**config.mk**
```make
export PLATFORM = sky130hd
export DESIGN_NAME = dac_spi_tx
export DESIGN_NICKNAME = d
export VERILOG_FILES = /design/src/rtl/dac_spi_tx.sv
export SDC_FILE = /design/constraint.sdc
export NUM_CORES = 1
export LEC_CHECK = 0
export ABC_AREA = 1
export CORE_MARGIN = 3
export CORE_UTILIZATION = 50
export DETAILED_ROUTE_END_ITERATION = 7
export PLACE_DENSITY = 0.76
export RECOVER_POWER = 100
export SYNTH_ARGS = -nofsm -noshare
export SYNTH_HDL_FRONTEND = slang
export SYNTH_SLANG_ARGS = --single-unit
```
**constraint.sdc**
```tcl
create_clock -name CLK -period 2.9 [get_ports CLK]
set_input_delay 0.58 -clock CLK [delete_from_list [all_inputs] [get_ports CLK]]
set_output_delay 0.58 -clock CLK [all_outputs]
set_load 0.1 [all_outputs]
```
**src/rtl/dac_spi_tx.sv**
```systemverilog
// SPI transmitter for an external DAC: captures SAMPLE at a fixed sample rate and shifts out
// {DAC_CMD, SAMPLE} as a 24-bit MSB-first frame with busy/done status and sticky overrun.
module dac_spi_tx #(
    parameter int unsigned CLK_DIV    = 4,
    parameter int unsigned SAMPLE_DIV = 2048,
    parameter logic [7:0]  DAC_CMD    = 8'h30
) (
    input  logic        CLK,
    input  logic        RST_N,
    input  logic        LOCKED,
    input  logic [15:0] SAMPLE,
    output logic        DAC_CS_N,
    output logic        DAC_SCLK,
    output logic        DAC_SDI,
    output logic        BUSY,
    output logic        FRAME_DONE,
    output logic        OVERRUN
);

    localparam int unsigned       ScntW   = $clog2(SAMPLE_DIV);
    localparam logic [ScntW-1:0]  ScntMax = ScntW'(SAMPLE_DIV - 1);
    localparam logic [7:0]        HalfMax = 8'(CLK_DIV - 1);

    typedef enum logic [2:0] {
        StIdle,
        StSetup,
        StShift,
        StHold,
        StGap
    } state_t;

    state_t             state_q, state_d;
    logic [ScntW-1:0]   scnt_q, scnt_d;
    logic [7:0]         hcnt_q, hcnt_d;
    logic [4:0]         bcnt_q, bcnt_d;
    logic [23:0]        shreg_q, shreg_d;
    logic               cs_n_q, cs_n_d;
    logic               sclk_q, sclk_d;
    logic               sdi_q, sdi_d;
    logic               busy_q, busy_d;
    logic               done_q, done_d;
    logic               ovr_q, ovr_d;
    logic               tick;
    logic               half_last;

    assign tick      = LOCKED && (scnt_q == ScntMax);
    assign half_last = (hcnt_q == HalfMax);

    always_comb begin
        if (!LOCKED || scnt_q == ScntMax) begin
            scnt_d = '0;
        end else begin
            scnt_d = scnt_q + 1'b1;
        end
    end

    always_comb begin
        state_d = state_q;
        hcnt_d  = hcnt_q + 8'd1;
        bcnt_d  = bcnt_q;
        shreg_d = shreg_q;
        cs_n_d  = cs_n_q;
        sclk_d  = sclk_q;
        sdi_d   = sdi_q;
        done_d  = 1'b0;
        // A tick arriving in any non-idle state (including the last GAP cycle) is dropped.
        ovr_d   = ovr_q | (tick && state_q != StIdle);

        case (state_q)
            StIdle: begin
                hcnt_d = 8'd0;
                if (tick) begin
                    shreg_d = {DAC_CMD, SAMPLE};
                    sdi_d   = DAC_CMD[7];
                    cs_n_d  = 1'b0;
                    bcnt_d  = 5'd0;
                    state_d = StSetup;
                end
            end
            StSetup: begin
                if (half_last) begin
                    hcnt_d  = 8'd0;
                    sclk_d  = 1'b1;
                    state_d = StShift;
                end
            end
            StShift: begin
                if (half_last) begin
                    hcnt_d = 8'd0;
                    sclk_d = ~sclk_q;
                    if (sclk_q) begin
                        // Falling edge: advance to the next bit.
                        shreg_d = {shreg_q[22:0], 1'b0};
                        sdi_d   = shreg_q[22];
                        if (bcnt_q == 5'd23) begin
                            state_d = StHold;
                        end else begin
                            bcnt_d = bcnt_q + 5'd1;
                        end
                    end
                end
            end
            StHold: begin
                if (half_last) begin
                    hcnt_d  = 8'd0;
                    cs_n_d  = 1'b1;
                    state_d = StGap;
                end
            end
            StGap: begin
                if (half_last) begin
                    hcnt_d  = 8'd0;
                    done_d  = 1'b1;
                    state_d = StIdle;
                end
            end
            default: begin
                state_d = StIdle;
            end
        endcase

        busy_d = (state_d != StIdle);
    end

    always_ff @(posedge CLK or negedge RST_N) begin
        if (!RST_N) begin
            state_q <= StIdle;
            scnt_q  <= '0;
            hcnt_q  <= 8'd0;
            bcnt_q  <= 5'd0;
            shreg_q <= 24'd0;
            cs_n_q  <= 1'b1;
            sclk_q  <= 1'b0;
            sdi_q   <= 1'b0;
            busy_q  <= 1'b0;
            done_q  <= 1'b0;
            ovr_q   <= 1'b0;
        end else begin
            state_q <= state_d;
            scnt_q  <= scnt_d;
            hcnt_q  <= hcnt_d;
            bcnt_q  <= bcnt_d;
            shreg_q <= shreg_d;
            cs_n_q  <= cs_n_d;
            sclk_q  <= sclk_d;
            sdi_q   <= sdi_d;
            busy_q  <= busy_d;
            done_q  <= done_d;
            ovr_q   <= ovr_d;
        end
    end

    assign DAC_CS_N   = cs_n_q;
    assign DAC_SCLK   = sclk_q;
    assign DAC_SDI    = sdi_q;
    assign BUSY       = busy_q;
    assign FRAME_DONE = done_q;
    assign OVERRUN    = ovr_q;

endmodule

```
==> parameters.txt <==
Parameter                              Value

Yosys
  Post-Syn Area per Cell    9.092 um^2
  Post-synthesis instance area    2691 um^2
  Portion of the post-synthesis area used by sequential elements    52.12%
  Post-Syn Nets    318
  Synthesized instance count    296
  Unique masters post-synth    27
  Post-synthesis register bit count    56
  Yosys synthesis warning count    0

Clock tree
  Clock edge transition at the registers on the reported setup and hold paths    0.09 ns
  Resize count post-CTS    0
  Post-CTS setup-driven buffer insertion count    0
  Clock tree root buffer cell    clkbuf_8
  Number of buffers inserted during clock tree synthesis    5
  TritonCTS clock tree    done
  H-tree depth reported by CTS    2
  Clock tree buffer depth    2
  Number of sinks handled by clock tree synthesis    56
  Source-to-sink clock delay at the later pin of the worst-skew pair    0.30 ns
  Hold_buf cts    0

Power and ir drop
  Static Leak    1.499 nW
  IR Drop Worst-Case VDD    224.8 uV
  Power Dens Cells    424.3 nW/um^2

GRT
  Total routing resource utilization after global routing    16.46%
  Largest net degree at the start of global routing    48
  Aggregate global routing overflow    0
  Global-route wire length before repair    8.252 mm
  Initial antenna violation count    0
  Vias in the first global route    1,902

Floorplan
  Core footprint    5172 um^2
  Die height    79.37 um
  FP Rows    26
  Die width    79.37 um
  Starting density of the core    52.03%
  Floorplan die area    6299 um^2
  IO Count    25

Final layout
  Number of standard cells in the layout, taps in and fillers out    394
  Final core utilization    57.74%
  Relative area change from synthesis to final layout    10.97%
  Final net count    345
  Count of antenna diodes in the layout    0
  Share of post-route cells with drive strength above 1    5.247%

Timing
  Unrepaired setup endpoints after global routing    false
  Clock period minus final worst setup slack    2.286 ns
  Final setup violating endpoints    0
  Max Clock Freq    0.4375 GHz
  Final-report max-slew violation count    0
  Largest clock skew in the final design    0.004818 ns
  Worst relative slew slack    22.42%
  Final Hold Vio Count    0
  Setup TNS    0 ns
  Worst-margin pin slew    1.169 ns
  Part of the cycle the worst path needs    78.82%
  Setup slack of the critical path after layout    0.6143 ns

Setup path
  Cell at the slowest stage of the critical path    clkbuf_1
  Startpoint of the most critical setup path    DAC_CS_N$_DFFE_PN1P_
  Kind of launch point of the worst setup path    flip-flop
  Critical path endpoint category    output pin
  WP data arrival    1.71 ns
  Sum of buffers and inverters on the critical path    1
  Ordered cell list for the critical path    clkbuf_1
  Worst r2r src    state_q[2]$_DFF_PN0_
  Critical path class    flip-flop to output pin
  Slowest stage delay, CP    0.86 ns
  Top delay family on crit path    buffers and inverters
  Max Fanout on Critical Path    2
  Data required time at the worst endpoint    2.32 ns

Placed design
  Post-placement setup slack    0.9065 ns
  Placer's final routability congestion estimate    0.7825
  Detailed placement HPWL    3.197 mm
  PortBufs    24
  Placed Instances    386

Hold path
  Min-Delay Path Class    input port to asynchronous set/reset pin

Run
  Number of maximum-capacitance violations    0

Route
  Average wire per cell in the routed design    11.66 um
  Sum of routed wire length over all layers    4.596 mm
  Count of TritonRoute iterations in the first routing pass    4
  Number of DRC markers in iteration 0    102
  Vias per cell    5.036
  Total number of vias    1,984
  Remaining routing DRC violations    0
  Antenna Violating Nets Remaining    0

Outcome
  Result of the run    completed
==> where the power goes <==
| part | internal (W) | total, W | switching [W] |
|---|---|---|---|
| combinational | 0.0000242 | 0.0000480 | 0.0000238 |
| clock | 0.000194 | 0.000434 | 0.000239 |
| sequential | 0.000784 | 0.000786 | 0.00000216 |
==> cell usage after synthesis <==
| cell | n | area (um^2) |
|---|---|---|
| inv_2 | 1 | 3.750 |
| o21ai_1 | 9 | 45.04 |
| clkbuf_2 | 1 | 5.000 |
| nand3_1 | 15 | 75.07 |
| buf_6 | 4 | 45.04 |
| o21ai_0 | 5 | 25.02 |
| nor2_1 | 36 | 135.1 |
| nand2_1 | 68 | 255.2 |
| ha_1 | 3 | 37.54 |
| dfstp_2 | 1 | 26.28 |
| or2_2 | 1 | 6.260 |
| a21boi_1 | 1 | 7.510 |
| nor3_1 | 6 | 30.03 |
| a21oi_1 | 6 | 30.03 |
| buf_2 | 3 | 15.01 |
| dfrtp_1 | 55 | 1376 |
| mux2i_1 | 15 | 150.1 |
| o21bai_1 | 6 | 45.04 |
| xor2_1 | 6 | 52.55 |
| nor3b_1 | 5 | 37.54 |
| xnor2_1 | 2 | 17.52 |
| nand3_2 | 1 | 10.01 |
| nand4_1 | 1 | 6.260 |
| nor2_4 | 1 | 11.26 |
| inv_1 | 28 | 105.1 |
| o21ai_2 | 15 | 131.4 |
| nor2_2 | 1 | 6.260 |
==> final timing paths <==
kind	endpoint	depth (start not counted)	slack, ns
min	scnt_q[2]$_DFF_PN0_	1	0.38
min in group CLK	scnt_q[0]$_DFF_PN0_	1	0.47
min reg2reg	scnt_q[0]$_DFF_PN0_	1	0.47
max	DAC_CS_N	1	0.61
max in group asynchronous	BUSY$_DFF_PN0_	2	1.50
max reg2reg	shreg_q[12]$_DFFE_PN0P_	9	0.71
==> final cells by class <==
cell class                      instances  area [um^2]
Timing Repair Buffer                   28        230.2
Tap cell                               70        87.58
Fill cell                             458         2186
Multi-Input combinational cell        203         1064
Sequential cell                        56         1403
Clock inverter                          1        7.507
Clock buffer                            7        86.33
Inverter                               29        108.9
==> cell usage in the layout (no fill, tap or decap), types with 2 or more instances in the layout <==
| cell type | count |
|---|---|
| a21oi_1 | 6 |
| clkbuf_1 | 9 |
| clkbuf_8 | 6 |
| clkdlybuf4s50_1 | 17 |
| dfrtp_1 | 55 |
| ha_1 | 3 |
| inv_1 | 29 |
| mux2i_1 | 15 |
| nand2_1 | 68 |
| nand3_1 | 15 |
| nor2_1 | 38 |
| nor3_1 | 6 |
| nor3b_1 | 5 |
| o21ai_0 | 25 |
| o21ai_2 | 4 |
| o21bai_1 | 6 |
| xnor2_1 | 2 |
| xor2_1 | 6 |
==> stage by stage <==
step	hold WS, ns	cell area (um^2)	total power (W)
final	0.3761	2987	0.001267
after global placement	0.4456	2982	0.0008507
after global routing	0.4369	2987	0.001319
after detailed placement	0.4575	2982	0.0008516
after CTS	0.4028	3075	0.001286
after floorplan	0.2844	2691	0.0008084
==> registers in the layout, summed over array words and instances (netlist names) <==
signal and cells:
OVERRUN 1, bcnt_q 5, hcnt_q 8, DAC_CS_N 1, shreg_q 23, FRAME_DONE 1
BUSY 1, DAC_SCLK 1, scnt_q 11, DAC_SDI 1, state_q 3
==> metal layers <==
metal	vias to the layer above	share of wire [%]	global-route usage, %
met1	934	47	21.48
met2	40	48	27.53
li1	1004	-	-
met3	6	4.5	4.082
met4	0	0.91	4.124
met5	-	0	0
==> kinds of logic (layout without fill, tap and decap cells) <==
logic type               Yosys count  in the layout  synth area share [%]
AND/OR/NAND/NOR                  135            135                 21.29
flip-flops                        56             56                 52.12
AO/OA/AOI/OAI                     42             42                 10.55
buffers and inverters             37             65                 6.461
multiplexers                      15             15                 5.579
XOR/XNOR                           8              8                 2.604
adder cells (fa/ha/maj)            3              3                 1.395
No activity file was read; power rests on OpenSTA's default activity.
